==> src/rtl/types.sv <==
// Shared types and default geometry for the DRAM request scheduler.
package types;

    localparam int ADDRESS_LEN        = 16;
    localparam int BURST_ACCESS_WIDTH = 8;
    localparam int BURST_LEN          = 4;

    typedef enum logic [2:0] {
        IDLE     = 3'd0,
        ISSUE    = 3'd1,
        XFER     = 3'd2,
        RESP     = 3'd3,
        WAIT_RDY = 3'd4
    } sched_state_t;

endpackage

==> src/rtl/dram_scheduler_if.sv <==
// Requester, response and memory-side signal bundle of the DRAM scheduler.
// The master modport is the scheduler's view; slave is the environment's.
interface dram_scheduler_if
    import types::*;
#(
    parameter int NUM_REQ = 4,
    parameter int ADDR_W  = ADDRESS_LEN,
    parameter int BEAT_W  = BURST_ACCESS_WIDTH,
    parameter int BEATS   = BURST_LEN
) ();

    // requester side
    logic [NUM_REQ-1:0]                    req_valid;
    logic [NUM_REQ-1:0]                    req_write;
    logic [NUM_REQ-1:0][ADDR_W-1:0]        req_addr;
    logic [NUM_REQ-1:0][BEAT_W*BEATS-1:0]  req_wdata;
    logic [NUM_REQ-1:0]                    req_ready;

    // response side
    logic [NUM_REQ-1:0]                    resp_valid;
    logic [BEAT_W*BEATS-1:0]               resp_rdata;
    logic                                  resp_err;

    // memory side
    logic [ADDR_W-1:0]                     mem_addr;
    logic                                  mem_read_en;
    logic                                  mem_write_en;
    logic [BEAT_W-1:0]                     mem_wdata;
    logic                                  mem_ready;
    logic                                  mem_complete;
    logic [BEAT_W-1:0]                     mem_rdata;
    logic                                  mem_valid;

    modport master (
        input  req_valid, req_write, req_addr, req_wdata,
        output req_ready,
        output resp_valid, resp_rdata, resp_err,
        output mem_addr, mem_read_en, mem_write_en, mem_wdata,
        input  mem_ready, mem_complete, mem_rdata, mem_valid
    );

    modport slave (
        output req_valid, req_write, req_addr, req_wdata,
        input  req_ready,
        input  resp_valid, resp_rdata, resp_err,
        input  mem_addr, mem_read_en, mem_write_en, mem_wdata,
        output mem_ready, mem_complete, mem_rdata, mem_valid
    );

endinterface

==> src/rtl/rr_arbiter.sv <==
// Combinational round-robin picker: the search starts one past last_grant
// and wraps, so the most recently served requester has lowest priority.
module rr_arbiter #(
    parameter  int NUM_REQ = 4,
    localparam int IDX_W   = $clog2(NUM_REQ)
) (
    input  logic [NUM_REQ-1:0] req,
    input  logic [IDX_W-1:0]   last_grant,
    output logic [NUM_REQ-1:0] grant,
    output logic [IDX_W-1:0]   grant_idx
);

    // requester index sitting 'off+1' places after base, modulo NUM_REQ
    function automatic logic [IDX_W-1:0] wrap(input logic [IDX_W-1:0] base, input int off);
        int s;
        s = (int'(base) + 1 + off) % NUM_REQ;
        return s[IDX_W-1:0];
    endfunction

    // requests rotated so that position 0 is the highest-priority requester
    logic [NUM_REQ-1:0] rot;

    for (genvar gi = 0; gi < NUM_REQ; gi++) begin : g_rot
        assign rot[gi] = req[wrap(last_grant, gi)];
    end

    // first set bit of the rotated vector, mapped back to a requester index
    always_comb begin
        logic found;
        found     = 1'b0;
        grant     = '0;
        grant_idx = '0;
        for (int k = 0; k < NUM_REQ; k++) begin
            if (!found && rot[k]) begin
                found     = 1'b1;
                grant_idx = wrap(last_grant, k);
            end
        end
        if (found) begin
            grant[grant_idx] = 1'b1;
        end
    end

endmodule

==> src/rtl/dram_scheduler.sv <==
// Multi-requester DRAM access scheduler: grants one requester at a time in
// round-robin order, runs a single burst read or write against the memory
// port, and returns a one-cycle completion pulse to the granted requester.
module dram_scheduler
    import types::*;
#(
    parameter int NUM_REQ = 4,
    parameter int ADDR_W  = ADDRESS_LEN,
    parameter int BEAT_W  = BURST_ACCESS_WIDTH,
    parameter int BEATS   = BURST_LEN,
    parameter int TIMEOUT = 1024
) (
    input  logic                clk,
    input  logic                rst,
    dram_scheduler_if.master    bus
);

    localparam int IDX_W   = $clog2(NUM_REQ);
    localparam int DATA_W  = BEAT_W * BEATS;
    localparam int BEAT_CW = $clog2(BEATS + 1);
    localparam int WDOG_W  = $clog2(TIMEOUT + 1);

    localparam logic [BEAT_CW-1:0] LAST_BEAT = BEAT_CW'(BEATS - 1);
    localparam logic [BEAT_CW-1:0] BEAT_END  = BEAT_CW'(BEATS);
    localparam logic [WDOG_W-1:0]  WDOG_LAST = WDOG_W'(TIMEOUT - 1);
    localparam logic [IDX_W-1:0]   LAST_IDX  = IDX_W'(NUM_REQ - 1);

    // control state
    sched_state_t          state_q, state_d;
    logic [IDX_W-1:0]      last_grant_q, last_grant_d;
    logic [IDX_W-1:0]      grant_idx_q, grant_idx_d;
    logic                  write_q, write_d;
    // write data for writes, collected beats for reads
    logic [DATA_W-1:0]     buf_q, buf_d;
    // write: beat being presented (saturating); read: beats captured so far
    logic [BEAT_CW-1:0]    beat_q, beat_d;
    logic [WDOG_W-1:0]     wdog_q, wdog_d;

    // registered outputs
    logic [NUM_REQ-1:0]    req_ready_q, req_ready_d;
    logic [NUM_REQ-1:0]    resp_valid_q, resp_valid_d;
    logic                  resp_err_q, resp_err_d;
    logic [DATA_W-1:0]     resp_rdata_q, resp_rdata_d;
    logic [ADDR_W-1:0]     mem_addr_q, mem_addr_d;
    logic                  rd_en_q, rd_en_d;
    logic                  wr_en_q, wr_en_d;
    logic [BEAT_W-1:0]     mem_wdata_q, mem_wdata_d;

    logic [NUM_REQ-1:0]    arb_grant;
    logic [IDX_W-1:0]      arb_idx;

    rr_arbiter #(
        .NUM_REQ    (NUM_REQ)
    ) u_arb (
        .req        (bus.req_valid),
        .last_grant (last_grant_q),
        .grant      (arb_grant),
        .grant_idx  (arb_idx)
    );

    function automatic logic [BEAT_W-1:0] get_beat(input logic [DATA_W-1:0] d,
                                                   input logic [BEAT_CW-1:0] i);
        return d[int'(i)*BEAT_W +: BEAT_W];
    endfunction

    // next-state and next-output logic for the whole transaction sequence
    always_comb begin
        state_d      = state_q;
        last_grant_d = last_grant_q;
        grant_idx_d  = grant_idx_q;
        write_d      = write_q;
        buf_d        = buf_q;
        beat_d       = beat_q;
        wdog_d       = wdog_q;
        req_ready_d  = '0;
        resp_valid_d = '0;
        resp_err_d   = 1'b0;
        resp_rdata_d = resp_rdata_q;
        mem_addr_d   = mem_addr_q;
        rd_en_d      = rd_en_q;
        wr_en_d      = wr_en_q;
        mem_wdata_d  = mem_wdata_q;

        case (state_q)
            IDLE: begin
                // hold requests while memory is busy; they stay pending upstream
                if (bus.mem_ready && (|bus.req_valid)) begin
                    grant_idx_d = arb_idx;
                    req_ready_d = arb_grant;
                    write_d     = bus.req_write[arb_idx];
                    mem_addr_d  = bus.req_addr[arb_idx];
                    beat_d      = '0;
                    wdog_d      = '0;
                    if (bus.req_write[arb_idx]) begin
                        buf_d       = bus.req_wdata[arb_idx];
                        mem_wdata_d = bus.req_wdata[arb_idx][BEAT_W-1:0];
                    end else begin
                        // unfilled read beats must come back as zero
                        buf_d = '0;
                    end
                    rd_en_d = !bus.req_write[arb_idx];
                    wr_en_d = bus.req_write[arb_idx];
                    state_d = ISSUE;
                end
            end

            ISSUE: begin
                state_d = XFER;
            end

            XFER: begin
                if (bus.mem_valid) begin
                    if (write_q) begin
                        if (beat_q < LAST_BEAT) begin
                            beat_d = beat_q + 1'b1;
                        end
                        mem_wdata_d = get_beat(buf_q, beat_d);
                    end else if (beat_q < BEAT_END) begin
                        buf_d[int'(beat_q)*BEAT_W +: BEAT_W] = bus.mem_rdata;
                        beat_d = beat_q + 1'b1;
                    end
                end

                if (bus.mem_complete) begin
                    rd_en_d                   = 1'b0;
                    wr_en_d                   = 1'b0;
                    resp_valid_d[grant_idx_q] = 1'b1;
                    if (!write_q) begin
                        // include a beat arriving in the same cycle as completion
                        resp_rdata_d = buf_d;
                    end
                    state_d = RESP;
                end else if (wdog_q == WDOG_LAST) begin
                    // memory never finished: abandon and report an error
                    rd_en_d                   = 1'b0;
                    wr_en_d                   = 1'b0;
                    resp_valid_d[grant_idx_q] = 1'b1;
                    resp_err_d                = 1'b1;
                    state_d                   = RESP;
                end else begin
                    wdog_d = wdog_q + 1'b1;
                end
            end

            RESP: begin
                last_grant_d = grant_idx_q;
                state_d      = WAIT_RDY;
            end

            WAIT_RDY: begin
                if (bus.mem_ready) begin
                    state_d = IDLE;
                end
            end

            default: begin
                state_d = IDLE;
            end
        endcase
    end

    // state and output registers; reset abandons any transaction in flight
    always_ff @(posedge clk) begin
        if (rst) begin
            state_q      <= IDLE;
            last_grant_q <= LAST_IDX;
            grant_idx_q  <= '0;
            write_q      <= 1'b0;
            buf_q        <= '0;
            beat_q       <= '0;
            wdog_q       <= '0;
            req_ready_q  <= '0;
            resp_valid_q <= '0;
            resp_err_q   <= 1'b0;
            resp_rdata_q <= '0;
            mem_addr_q   <= '0;
            rd_en_q      <= 1'b0;
            wr_en_q      <= 1'b0;
            mem_wdata_q  <= '0;
        end else begin
            state_q      <= state_d;
            last_grant_q <= last_grant_d;
            grant_idx_q  <= grant_idx_d;
            write_q      <= write_d;
            buf_q        <= buf_d;
            beat_q       <= beat_d;
            wdog_q       <= wdog_d;
            req_ready_q  <= req_ready_d;
            resp_valid_q <= resp_valid_d;
            resp_err_q   <= resp_err_d;
            resp_rdata_q <= resp_rdata_d;
            mem_addr_q   <= mem_addr_d;
            rd_en_q      <= rd_en_d;
            wr_en_q      <= wr_en_d;
            mem_wdata_q  <= mem_wdata_d;
        end
    end

    assign bus.req_ready    = req_ready_q;
    assign bus.resp_valid   = resp_valid_q;
    assign bus.resp_err     = resp_err_q;
    assign bus.resp_rdata   = resp_rdata_q;
    assign bus.mem_addr     = mem_addr_q;
    assign bus.mem_read_en  = rd_en_q;
    assign bus.mem_write_en = wr_en_q;
    assign bus.mem_wdata    = mem_wdata_q;

endmodule

==> src/flat_wrapper.sv <==
// flat-port wrapper written by rule: the top's interface ports become plain ports
module dram_scheduler_flat import types::*;
#(
    parameter int NUM_REQ = 4,
    parameter int ADDR_W  = ADDRESS_LEN,
    parameter int BEAT_W  = BURST_ACCESS_WIDTH,
    parameter int BEATS   = BURST_LEN,
    parameter int TIMEOUT = 1024
)
  (clk, rst, bus_req_valid, bus_req_write, bus_req_addr, bus_req_wdata, bus_req_ready, bus_resp_valid, bus_resp_rdata, bus_resp_err, bus_mem_addr, bus_mem_read_en, bus_mem_write_en, bus_mem_wdata, bus_mem_ready, bus_mem_complete, bus_mem_rdata, bus_mem_valid);
  dram_scheduler_if #(.NUM_REQ(NUM_REQ), .ADDR_W(ADDR_W), .BEAT_W(BEAT_W), .BEATS(BEATS)) bus_i ();
  input  logic clk;
  input  logic rst;
  input wire logic [$bits(bus_i.req_valid)-1:0] bus_req_valid;
  input wire logic [$bits(bus_i.req_write)-1:0] bus_req_write;
  input wire logic [$bits(bus_i.req_addr)-1:0] bus_req_addr;
  input wire logic [$bits(bus_i.req_wdata)-1:0] bus_req_wdata;
  output wire logic [$bits(bus_i.req_ready)-1:0] bus_req_ready;
  output wire logic [$bits(bus_i.resp_valid)-1:0] bus_resp_valid;
  output wire logic [$bits(bus_i.resp_rdata)-1:0] bus_resp_rdata;
  output wire logic [$bits(bus_i.resp_err)-1:0] bus_resp_err;
  output wire logic [$bits(bus_i.mem_addr)-1:0] bus_mem_addr;
  output wire logic [$bits(bus_i.mem_read_en)-1:0] bus_mem_read_en;
  output wire logic [$bits(bus_i.mem_write_en)-1:0] bus_mem_write_en;
  output wire logic [$bits(bus_i.mem_wdata)-1:0] bus_mem_wdata;
  input wire logic [$bits(bus_i.mem_ready)-1:0] bus_mem_ready;
  input wire logic [$bits(bus_i.mem_complete)-1:0] bus_mem_complete;
  input wire logic [$bits(bus_i.mem_rdata)-1:0] bus_mem_rdata;
  input wire logic [$bits(bus_i.mem_valid)-1:0] bus_mem_valid;
  assign bus_i.req_valid = bus_req_valid;
  assign bus_i.req_write = bus_req_write;
  assign bus_i.req_addr = bus_req_addr;
  assign bus_i.req_wdata = bus_req_wdata;
  assign bus_req_ready = bus_i.req_ready;
  assign bus_resp_valid = bus_i.resp_valid;
  assign bus_resp_rdata = bus_i.resp_rdata;
  assign bus_resp_err = bus_i.resp_err;
  assign bus_mem_addr = bus_i.mem_addr;
  assign bus_mem_read_en = bus_i.mem_read_en;
  assign bus_mem_write_en = bus_i.mem_write_en;
  assign bus_mem_wdata = bus_i.mem_wdata;
  assign bus_i.mem_ready = bus_mem_ready;
  assign bus_i.mem_complete = bus_mem_complete;
  assign bus_i.mem_rdata = bus_mem_rdata;
  assign bus_i.mem_valid = bus_mem_valid;
  dram_scheduler #(.NUM_REQ(NUM_REQ), .ADDR_W(ADDR_W), .BEAT_W(BEAT_W), .BEATS(BEATS), .TIMEOUT(TIMEOUT)) u_core (.clk(clk), .rst(rst), .bus(bus_i));
endmodule
==> config.mk <==
export PLATFORM = sky130hd
export DESIGN_NAME = dram_scheduler_flat
export DESIGN_NICKNAME = d
export VERILOG_FILES = /design/src/rtl/types.sv /design/src/rtl/dram_scheduler_if.sv /design/src/rtl/rr_arbiter.sv /design/src/rtl/dram_scheduler.sv /design/src/flat_wrapper.sv
export SDC_FILE = /design/constraint.sdc
export NUM_CORES = 1
export LEC_CHECK = 0
export CORE_AREA = 2 2 134 136
export CTS_CLUSTER_DIAMETER = 150
export CTS_CLUSTER_SIZE = 24
export DETAILED_ROUTE_END_ITERATION = 7
export DIE_AREA = 0 0 136 138
export PLACE_DENSITY = 0.83
export SLEW_MARGIN = 30
export SYNTH_ARGS = -nofsm -noshare
export SYNTH_HDL_FRONTEND = slang
export SYNTH_SLANG_ARGS = --single-unit
==> constraint.sdc <==
create_clock -name clk -period 2.6 [get_ports clk]
set_input_delay 0.26 -clock clk [delete_from_list [all_inputs] [get_ports clk]]
set_output_delay 0.26 -clock clk [all_outputs]
set_load 0.02 [all_outputs]
* Word-level counts from Yosys, hierarchy flattened *
Index checks and enable logic that the tools add are counted.

cells by class
  magnitude comparators = 10
  reductions and logical operators = 24
  shifts and indexed selects = 3
  multiplexer cells = 65
  equal/unequal tests = 14
  bitwise operators = 5
  $add $sub $neg = 7

operators with widths
  kind                                                                     count
  32-bit 2-to-1 mux                                                        6
  32-bit binary-select mux with 2-bit select                               1
  32-bit case mux with 2 select lines                                      1
  3-bit 2-to-1 mux                                                         12
  11-bit 2-to-1 mux                                                        3
  6-bit negator with 33-bit output                                         1
  8-bit by 33-bit variable shift with 32-bit output, first input constant  1
  8-bit by 33-bit variable part select with 32-bit output                  1
  16-bit binary-select mux with 2-bit select                               1
  32-bit bitwise mux                                                       1
  8-bit 2-to-1 mux                                                         4
  32-bit by 7-bit variable part select with 8-bit output                   1
  11-bit case mux with 2 select lines                                      1
  2-bit by 3-bit < comparator with 1-bit output, second input constant     6
  1-bit 2-to-1 mux                                                         16
  16-bit 2-to-1 mux                                                        1
  8-bit case mux with 2 select lines                                       1
  3-bit case mux with 5 select lines                                       1
  11-bit by 1-bit adder with 11-bit output, second input constant          1
  11-bit by 10-bit equality test with 1-bit output, second input constant  1
  1-bit binary-select mux with 2-bit select                                5
  3-bit AND reduction                                                      3
  2-bit 2-to-1 mux                                                         4
  4-bit 2-to-1 mux                                                         2
  other kinds (27)                                                         53

storage, ports and cells
  output and inout port bits = 67
  input bits = 213
  flip-flop bits (word level) = 121
  word-level logic and storage cells = 143

* Depth between registers and ports, before layout *
Gate-level depths: netlist (run 1).

  depth after elaboration = 18
  gate-level depth with buffers = 11
  mapped depth without buffers = 9

* Hierarchy *
A second synthesis (run 1) with hierarchy kept.

second synthesis, totals
  cells, all modules = 775
  area, all modules = 7209.4 µm²

by module, submodules not included
  module          instances  area an instance (µm²)  cells an instance  sequential area each (µm²)
  dram_scheduler  1          6990.5                  742                2422.3
  rr_arbiter      1          219.0                   33                 0.0

* Least setup slack after synthesis (run 1) *
Ideal clock, no wire load.

  kind = reg-to-reg
  start = register u_core.beat_q[0]
  end = register u_core.mem_wdata_q[3], in the netlist u_core.bus.mem_wdata[3]
  cell stages (with the launch flop) = 9
  required time = 2.484 ns
  arrival = 2.392 ns
  library setup time = 0.116 ns
  setup slack = 0.092 ns
  cells stage by stage = dfxtp_1 buf_2 inv_1 ha_1 inv_1 o21ai_2 mux4_2 a221o_1 and3_1

between the ends
  word-level cells in the longest chain between the ends = 9

ends and longest elaborated chain
  what                                                                                                            RTL line                                      source
  start: declaration                                                                                              dram_scheduler.sv:36                          logic [BEAT_CW-1:0] beat_q, beat_d;
  start signal: assignment                                                                                        dram_scheduler.sv:186                         beat_q <= beat_d;
  3-bit by 1-bit adder with 3-bit output / 3-bit by 2-bit < comparator with 1-bit output (equally long branches)  dram_scheduler.sv:115, dram_scheduler.sv:114
  3-bit 2-to-1 mux *                                                                                              dram_scheduler.sv:114                         if (beat_q < LAST_BEAT) begin
  3-bit 2-to-1 mux *                                                                                              dram_scheduler.sv:113                         if (write_q) begin
  3-bit 2-to-1 mux *                                                                                              dram_scheduler.sv:112                         if (bus.mem_valid) begin
  3-bit 2-to-1 mux *                                                                                              dram_scheduler.sv:84                          case (state_q)
  32-bit by 7-bit variable part select with 8-bit output *                                                        dram_scheduler.sv:63                          return d[int'(i)*BEAT_W +: BEAT_W];
  8-bit 2-to-1 mux *                                                                                              dram_scheduler.sv:113
  8-bit 2-to-1 mux *                                                                                              dram_scheduler.sv:112
  8-bit case mux with 2 select lines *                                                                            dram_scheduler.sv:84
  end signal: assignment                                                                                          dram_scheduler.sv:195                         mem_wdata_q <= mem_wdata_d;
  end: declaration                                                                                                dram_scheduler.sv:47                          logic [BEAT_W-1:0] mem_wdata_q, mem_wdata_d;

Mark *: on every way between the ends. The rest lies on a longest branch, timed or not. The select of a mux whose other input is x is not followed.
A chain may end at the register's enable or synchronous reset.

* Worst setup path in the final report (run 1) *
  start = register u_core.last_grant_q[1]
  end = register u_core.mem_wdata_q[7], in the netlist u_core.bus.mem_wdata[7]

between the ends
  word-level cells in the longest chain between the ends = 18

ends and longest elaborated chain
  what                                                  RTL line               source
  start: declaration                                    dram_scheduler.sv:30   logic [IDX_W-1:0] last_grant_q, last_grant_d;
  start signal: assignment                              dram_scheduler.sv:182  last_grant_q <= last_grant_d;
  2-bit by 1-bit adder with 2-bit output *              rr_arbiter.sv:16       s = (int'(base) + 1 + off) % NUM_REQ;
  branches (longest 11 deep; another with 2-bit adder)  -
  2-bit 2-to-1 mux *                                    rr_arbiter.sv:34       if (!found && rot[k]) begin
  32-bit binary-select mux with 2-bit select            dram_scheduler.sv:96   mem_wdata_d = bus.req_wdata[arb_idx][BEAT_W-1:0];
  32-bit 2-to-1 mux (not written as such)               dram_scheduler.sv:96
  8-bit 2-to-1 mux                                      dram_scheduler.sv:94   if (bus.req_write[arb_idx]) begin
  8-bit 2-to-1 mux                                      dram_scheduler.sv:87   if (bus.mem_ready && (|bus.req_valid)) begin
  8-bit case mux with 2 select lines                    dram_scheduler.sv:84

Mark *: on every way between the ends. The select of a mux whose other input is x is not followed.

==> results of run 1 <==
[power breakdown]
group | total (mW) | internal [mW] | switching, mW
registers | 2.13 | 2.00 | 0.129
logic | 1.75 | 0.935 | 0.818
clock network | 2.31 | 1.42 | 0.886
[cell families after synthesis]
group / count (synthesis) / synth area share [%]
AO/OA/AOI/OAI: 218 / 24.59
AND/OR/NAND/NOR: 205 / 15.77
flip-flops: 121 / 36.48
buffers and inverters: 84 / 5.935
multiplexers: 64 / 15.68
XOR/XNOR: 6 / 0.7914
adder cells (fa/ha/maj): 4 / 0.7538
[registers in the layout (all words and copies together) (netlist names)]
| signal | cells |
|---|---|
| u_core.last_grant_q | 2 |
| u_core.write_q | 1 |
| u_core.bus.req_ready | 4 |
| u_core.bus.mem_write_en | 1 |
| u_core.state_q | 3 |
| u_core.bus.mem_wdata | 8 |
| u_core.buf_q | 32 |
| u_core.wdog_q | 11 |
| u_core.beat_q | 3 |
| u_core.bus.mem_addr | 16 |
| u_core.bus.resp_rdata | 32 |
| u_core.bus.mem_read_en | 1 |
| u_core.bus.resp_valid | 4 |
| u_core.grant_idx_q | 2 |
| u_core.bus.resp_err | 1 |
[layout by cell type (no fill, tap or decap), drive strengths merged, types with 4 or more instances in the layout]
master	netlist	layout
or3	4	4
and2	6	6
dfxtp	121	121
nor3	10	10
inv	14	15
a21oi	56	56
clkinvlp	0	5
nor2b	4	4
ha	4	4
a211oi	38	38
xnor2	5	5
nand3b	5	5
a222oi	41	41
clkdlybuf4s50	0	278
a22o	4	4
nand3	20	20
clkbuf	43	19
nand2b	8	8
o221a	5	5
mux4	32	32
a22oi	6	6
nor2	83	83
and3	9	9
buf	27	69
o21ai	30	30
nand2	34	34
nor3b	7	7
and4	4	4
o21a	5	5
mux2i	32	32
a311oi	9	9
[cell type report]
type | count | area [um2] | share of cell area [%]
clock buffers | 19 | 442.9 | 4.195
clock inverters | 11 | 125.1 | 1.185
repair buffers | 347 | 3398 | 32.18
well taps | 229 | 286.5 | 2.714
flip-flops and latches | 121 | 2422 | 22.94
inverters | 14 | 52.55 | 0.4977
multi-input cells | 497 | 3831 | 36.28
[final timing paths]
check	startpoint	to	slack [ns]
min	rst	u_core.wdog_q[0]$_SDFFE_PP0P_	0.36
max reg2reg	u_core.last_grant_q[1]$_SDFFE_PP1N_	u_core.bus.mem_wdata[7]$_SDFFE_PP0P_	0.15
max	u_core.last_grant_q[1]$_SDFFE_PP1N_	u_core.bus.mem_wdata[7]$_SDFFE_PP0P_	0.15
min reg2reg	u_core.bus.mem_wdata[7]$_SDFFE_PP0P_	u_core.bus.mem_wdata[7]$_SDFFE_PP0P_	0.47
[per-layer routing]
layer  vias up  share of wire [%]  track usage, %
li1       3317                  -               -
met1      3392                 40           36.72
met2       417                 46           42.63
met3        75                9.6           5.867
met4         0                4.1           12.28
met5         -                  0               0
[worst max-delay path, cell delays in order, from the launching register on]
cell and delay [ns]:
dfxtp_1 0.57, a21oi_1 0.11, or2_0 0.23, and3_1 0.22
a22o_1 0.24, a221o_1 0.32, a221oi_1 0.41, buf_4 0.17
a211oi_1 0.04
==> impl_metrics.ini, run 1 <==
[synth]
yosys-top-cells-count = dfxtp_1, nor2_1, a21oi_1, clkbuf_1, a222oi_1
synth_nets = 919
asyncSetResetFlopFracSynth_pct = 0
synth_most_common_cell = dfxtp_1
netlist.area_leader.share_pct = 36.48
fraction_of_the_yosys_area_taken_by_sequential_cells_pct = 36.48
synth_warnings = 0
synth.top_cells.by_area = dfxtp_1, mux4_2, a222oi_1
count_of_mapped_cells_out_of_synthesis = 702
ys_dominant_reg_cell = dfxtp_1
synth.largest_area_cell = dfxtp_1
postSynthRegisterBits = 121
synth_edf_count = 0
syn_area_um2 = 6640
syn-mean-instance-area_um2 = 9.459
synthDistinctLibCells = 69

[clocking]
tritoncts = built
cts_root_buffer = clkbuf_16
clk_latency_ns = 0.43
cts_max_path_buffers = 2
clock_sinks = 121
postCtsHoldBufs = 0
maximum_level_of_the_cts_h_tree = 4
postCtsSetupBuffers = 0
clk_pin_slew_ns = 0.06
cts_inserted_buffers = 17
post_cts.resized_instances = 0

[routing]
detail_route.drc_violations = 0
drt_pass1_iterations = 8
drt_wl_total_um = 25720
first_iter_violations = 955
detailroute.via_count = 7201
vias_per_cell = 5.817
routed_len_inst_um = 20.78
antenna_left = 0

[layout]
insertedDiodeCount = 0
final_net_count = 1215
post_layout_nonfiller_instances = 1238
final_core_util_pct = 60.22
layout.filler_cells = 1472
area_growth_syn_to_layout_pct = 59.02
final_layout_size_suffix_gt1_share_pct = 15.56
postLayoutCellArea_um2 = 10560

[grt]
grt_first_pass_wirelength_um = 39560
grt-ovfl-total = 0
largest_net_degree_at_the_start_of_global_routing = 54
grt.total_usage_pct = 27.49
first_global_vias = 7176
grt_antenna_before_repair = 0

[sta]
fin_crit_sh_pct = 94.14
final.setup_skew_ns = 0.007654
worst_slew_pin_slew_ns = 0.7726
setup_viol = 0
max_freq_ghz = 0.4086
fin_worst_hold_slack_ns = 0.3609
setup-tns-final_ns = 0
slew-limit-headroom_pct = 48.44
grt_setup_unrepaired = no
postLayoutSetupSlackWorst_ns = 0.1523
final_hold_viol_count = 0
timing.final.crit_period_ns = 2.448
final-max-slew-violation-count = 0

[power_and_ir_drop]
leakagePower_nw = 3.908
total_power_mw = 6.193
power_density_nw_per_um2 = 586.5
ir_drop_uv = 518.1

[die]
die_area_um2 = 18770
num_io_pins = 280
initial_core_util_pct = 37.87
die_width_um = 136
core_region_area_um2 = 17530
die_height_um = 138
num_rows = 49

[place]
cell_count_post_placement = 1208
dp.final_hpwl_um = 19660
gp_routability_congestion = 0.9390
port_buffers = 279
place_worst_setup_slack_ns = -0.1529
post_dp_cell_area_um2 = 9991

[setup_path]
crit_path_end_kind = flip-flop
arrival_time_reported_for_the_critical_path_endpoint_ns = 2.74
ff2ff_path_depth = 8
timing_worst_setup_path_type = reg -> reg
crit_fanout = 11
worst_setup_path_start_kind = flip-flop
worst-endpoint-required_ns = 2.90

[run]
drv_cap = 0

[min_path]
timing.hold.worst.class = in -> reg
hold_depth = 3

[run_status]
run_status = finished, final reports clean
Power figures use the tool's default switching activity.
==> run 2, diff against run 1 <==
--- a/config.mk
+++ b/config.mk
@@ -6,8 +6,8 @@
 export NUM_CORES = 1
 export LEC_CHECK = 0
 export CORE_AREA = 2 2 134 136
+export CTS_BUF_LIST = sky130_fd_sc_hd__clkbuf_16
 export CTS_CLUSTER_DIAMETER = 150
-export CTS_CLUSTER_SIZE = 24
 export DETAILED_ROUTE_END_ITERATION = 7
 export DIE_AREA = 0 0 136 138
 export PLACE_DENSITY = 0.83
==> run 2 against run 1 <==
The flow now finishes with violations (design-rule violations). First-iteration DRC count decreased by 4.4%. Via count increased by 1.1%. Maximum frequency decreased by 1.4%. Sequential power about the same. Clock power about the same. Sequential share of layout area about the same. Utilization decreased by 0.057 points. Cell count unchanged. Flip-flop and latch count unchanged. Global-route usage about the same. Largest power group unchanged.
==> impl_metrics.ini, run 2 (synthesized netlist as in run 1, its figures left out) <==
[run_status]
run_status = finished, violations left
violations = design-rule violations

[layout]
multi_input_comb_area_um2 = 3831
final_cell_mix = clkdlybuf4s50_1, dfxtp_1, nor2_1
regArea_um2 = 2422
area_growth_syn_to_layout_pct = 58.87
final_core_util_pct = 60.16
layout.cells.most_common = clkdlybuf4s50_1
layout.filler_cells = 1475
final_net_count = 1215
insertedDiodeCount = 0
post_layout_nonfiller_instances = 1238
final_layout_size_suffix_gt1_share_pct = 15.46

[setup_path]
cp_cell_sequence = inv_1, ha_1, ha_1, or4b_1, nor3_1, and2_1, a22oi_1, a21oi_1
crit_slowest_cell = or4b_1
worst_setup_path_start_kind = flip-flop
reg2reg_setup_slack_ns = 0.12
arrival_time_reported_for_the_critical_path_endpoint_ns = 2.83
critical_path.top_delay_family = simple AND/OR/NAND/NOR gates
critical-path-top-cell-by-count = ha_1
timing_worst_setup_path_type = reg -> reg
timing.critical_path.buf_inv = 1
worst_path_largest_cell_delay_ns = 0.48
crit_fanout = 8
worst-endpoint-required_ns = 2.95
crit_path_end_kind = flip-flop
crit-reg2reg-capture = u_core.buf_q[6]$_SDFFE_PP0P_
r2r_start = u_core.beat_q[1]$_SDFFE_PP0P_
ff2ff_path_depth = 8

[routing]
vias_per_cell = 5.878
drt_pass1_iterations = 8
antenna_left = 0
drt_wl_total_um = 25780
detailroute.via_count = 7277
first_iter_violations = 913
detail_route.drc_violations = 1
routed_len_inst_um = 20.82

[die]
die_area_um2 = 18770
initial_core_util_pct = 37.87
num_io_pins = 280
die_width_um = 136
die_height_um = 138
core_region_area_um2 = 17530
num_rows = 49

[clocking]
clock_sinks = 121
tritoncts = built
cts_root_buffer = clkbuf_16
postCtsHoldBufs = 0
cts_inserted_buffers = 17
maximum_level_of_the_cts_h_tree = 4
clk_pin_slew_ns = 0.06
clk_latency_ns = 0.43
post_cts.resized_instances = 0
cts_max_path_buffers = 2
postCtsSetupBuffers = 0

[grt]
grt_antenna_before_repair = 0
grt_first_pass_wirelength_um = 39590
grt-ovfl-total = 0
first_global_vias = 7180
largest_net_degree_at_the_start_of_global_routing = 54
grt.total_usage_pct = 27.51

[min_path]
min_delay_worst_endpoint = u_core.wdog_q[0]$_SDFFE_PP0P_
hold_depth = 3
hp-start = rst
timing.hold.worst.class = in -> reg

[power_and_ir_drop]
leakagePower_nw = 3.907
ir_drop_uv = 518.6
power_density_nw_per_um2 = 584.3
total_power_mw = 6.163

[sta]
worst_slew_pin_slew_ns = 0.7857
timing.final.crit_period_ns = 2.481
max_freq_ghz = 0.4030
postLayoutSetupSlackWorst_ns = 0.1188
final-max-slew-violation-count = 0
setup-tns-final_ns = 0
final_hold_viol_count = 0
fin_crit_sh_pct = 95.43
final.setup_skew_ns = 0.009999
setup_viol = 0
grt_setup_unrepaired = no
slew-limit-headroom_pct = 47.56

[place]
place_worst_setup_slack_ns = -0.1529
port_buffers = 279
gp_routability_congestion = 0.9390
dp.final_hpwl_um = 19660
cell_count_post_placement = 1208

[run]
drv_cap = 0
-- run 2: where the power goes --
part           switching [mW]  internal [mW]
Sequential              0.130           2.00
Combinational           0.820          0.935
Clock                   0.887           1.39
-- run 2: per-layer routing --
metal,GRT usage (%),share of wire (%),up-vias
li1,-,-,3321
met2,42.63,47,438
met4,12.28,4.0,0
met1,36.77,40,3442
met5,0,0,-
met3,5.867,9.5,76
-- run 2: layout make-up --
class,instances,share of cell area [%]
inverters,14,0.4982
clock inverters,13,1.257
multi-input cells,497,36.32
repair buffers,347,32.21
well taps,229,2.716
flip-flops and latches,121,22.96
clock buffers,17,4.033
-- run 2: per-stage QoR --
step                      hold WS [ns]  area [um2]
after floorplan                 0.3364        6640
after global routing            0.3953       10550
after CTS                       0.3571       10550
after global placement          0.4470        9991
final                           0.3658       10550
after detailed placement        0.4611        9991
-- run 2: worst max-delay path by stage --
stage / start / end / slack, ns / cells after the start
5_1_grt: u_core.last_grant_q[1]$_SDFFE_PP1N_ / u_core.bus.mem_wdata[7]$_SDFFE_PP0P_ / 0.05 / 8
3_5_place_dp: bus_req_valid[0] / u_core.buf_q[10]$_SDFFE_PP0P_ / -0.15 / 9
4_1_cts: u_core.beat_q[0]$_SDFFE_PP0P_ / u_core.bus.resp_rdata[1]$_SDFFE_PP0P_ / 0.19 / 8
3_3_place_gp: bus_req_valid[0] / u_core.buf_q[10]$_SDFFE_PP0P_ / -0.12 / 9
2_1_floorplan: u_core.beat_q[0]$_SDFFE_PP0P_ / u_core.bus.mem_wdata[3]$_SDFFE_PP0P_ / 0.09 / 8
6_report: u_core.beat_q[1]$_SDFFE_PP0P_ / u_core.buf_q[6]$_SDFFE_PP0P_ / 0.12 / 8
-- run 2: worst register-to-register path, cell delays in order (launching register included) --
cell and delay (ns):
dfxtp_1 0.32, inv_1 0.07, ha_1 0.18, ha_1 0.29
or4b_1 0.48, nor3_1 0.35, and2_1 0.39, a22oi_1 0.14
a21oi_1 0.19
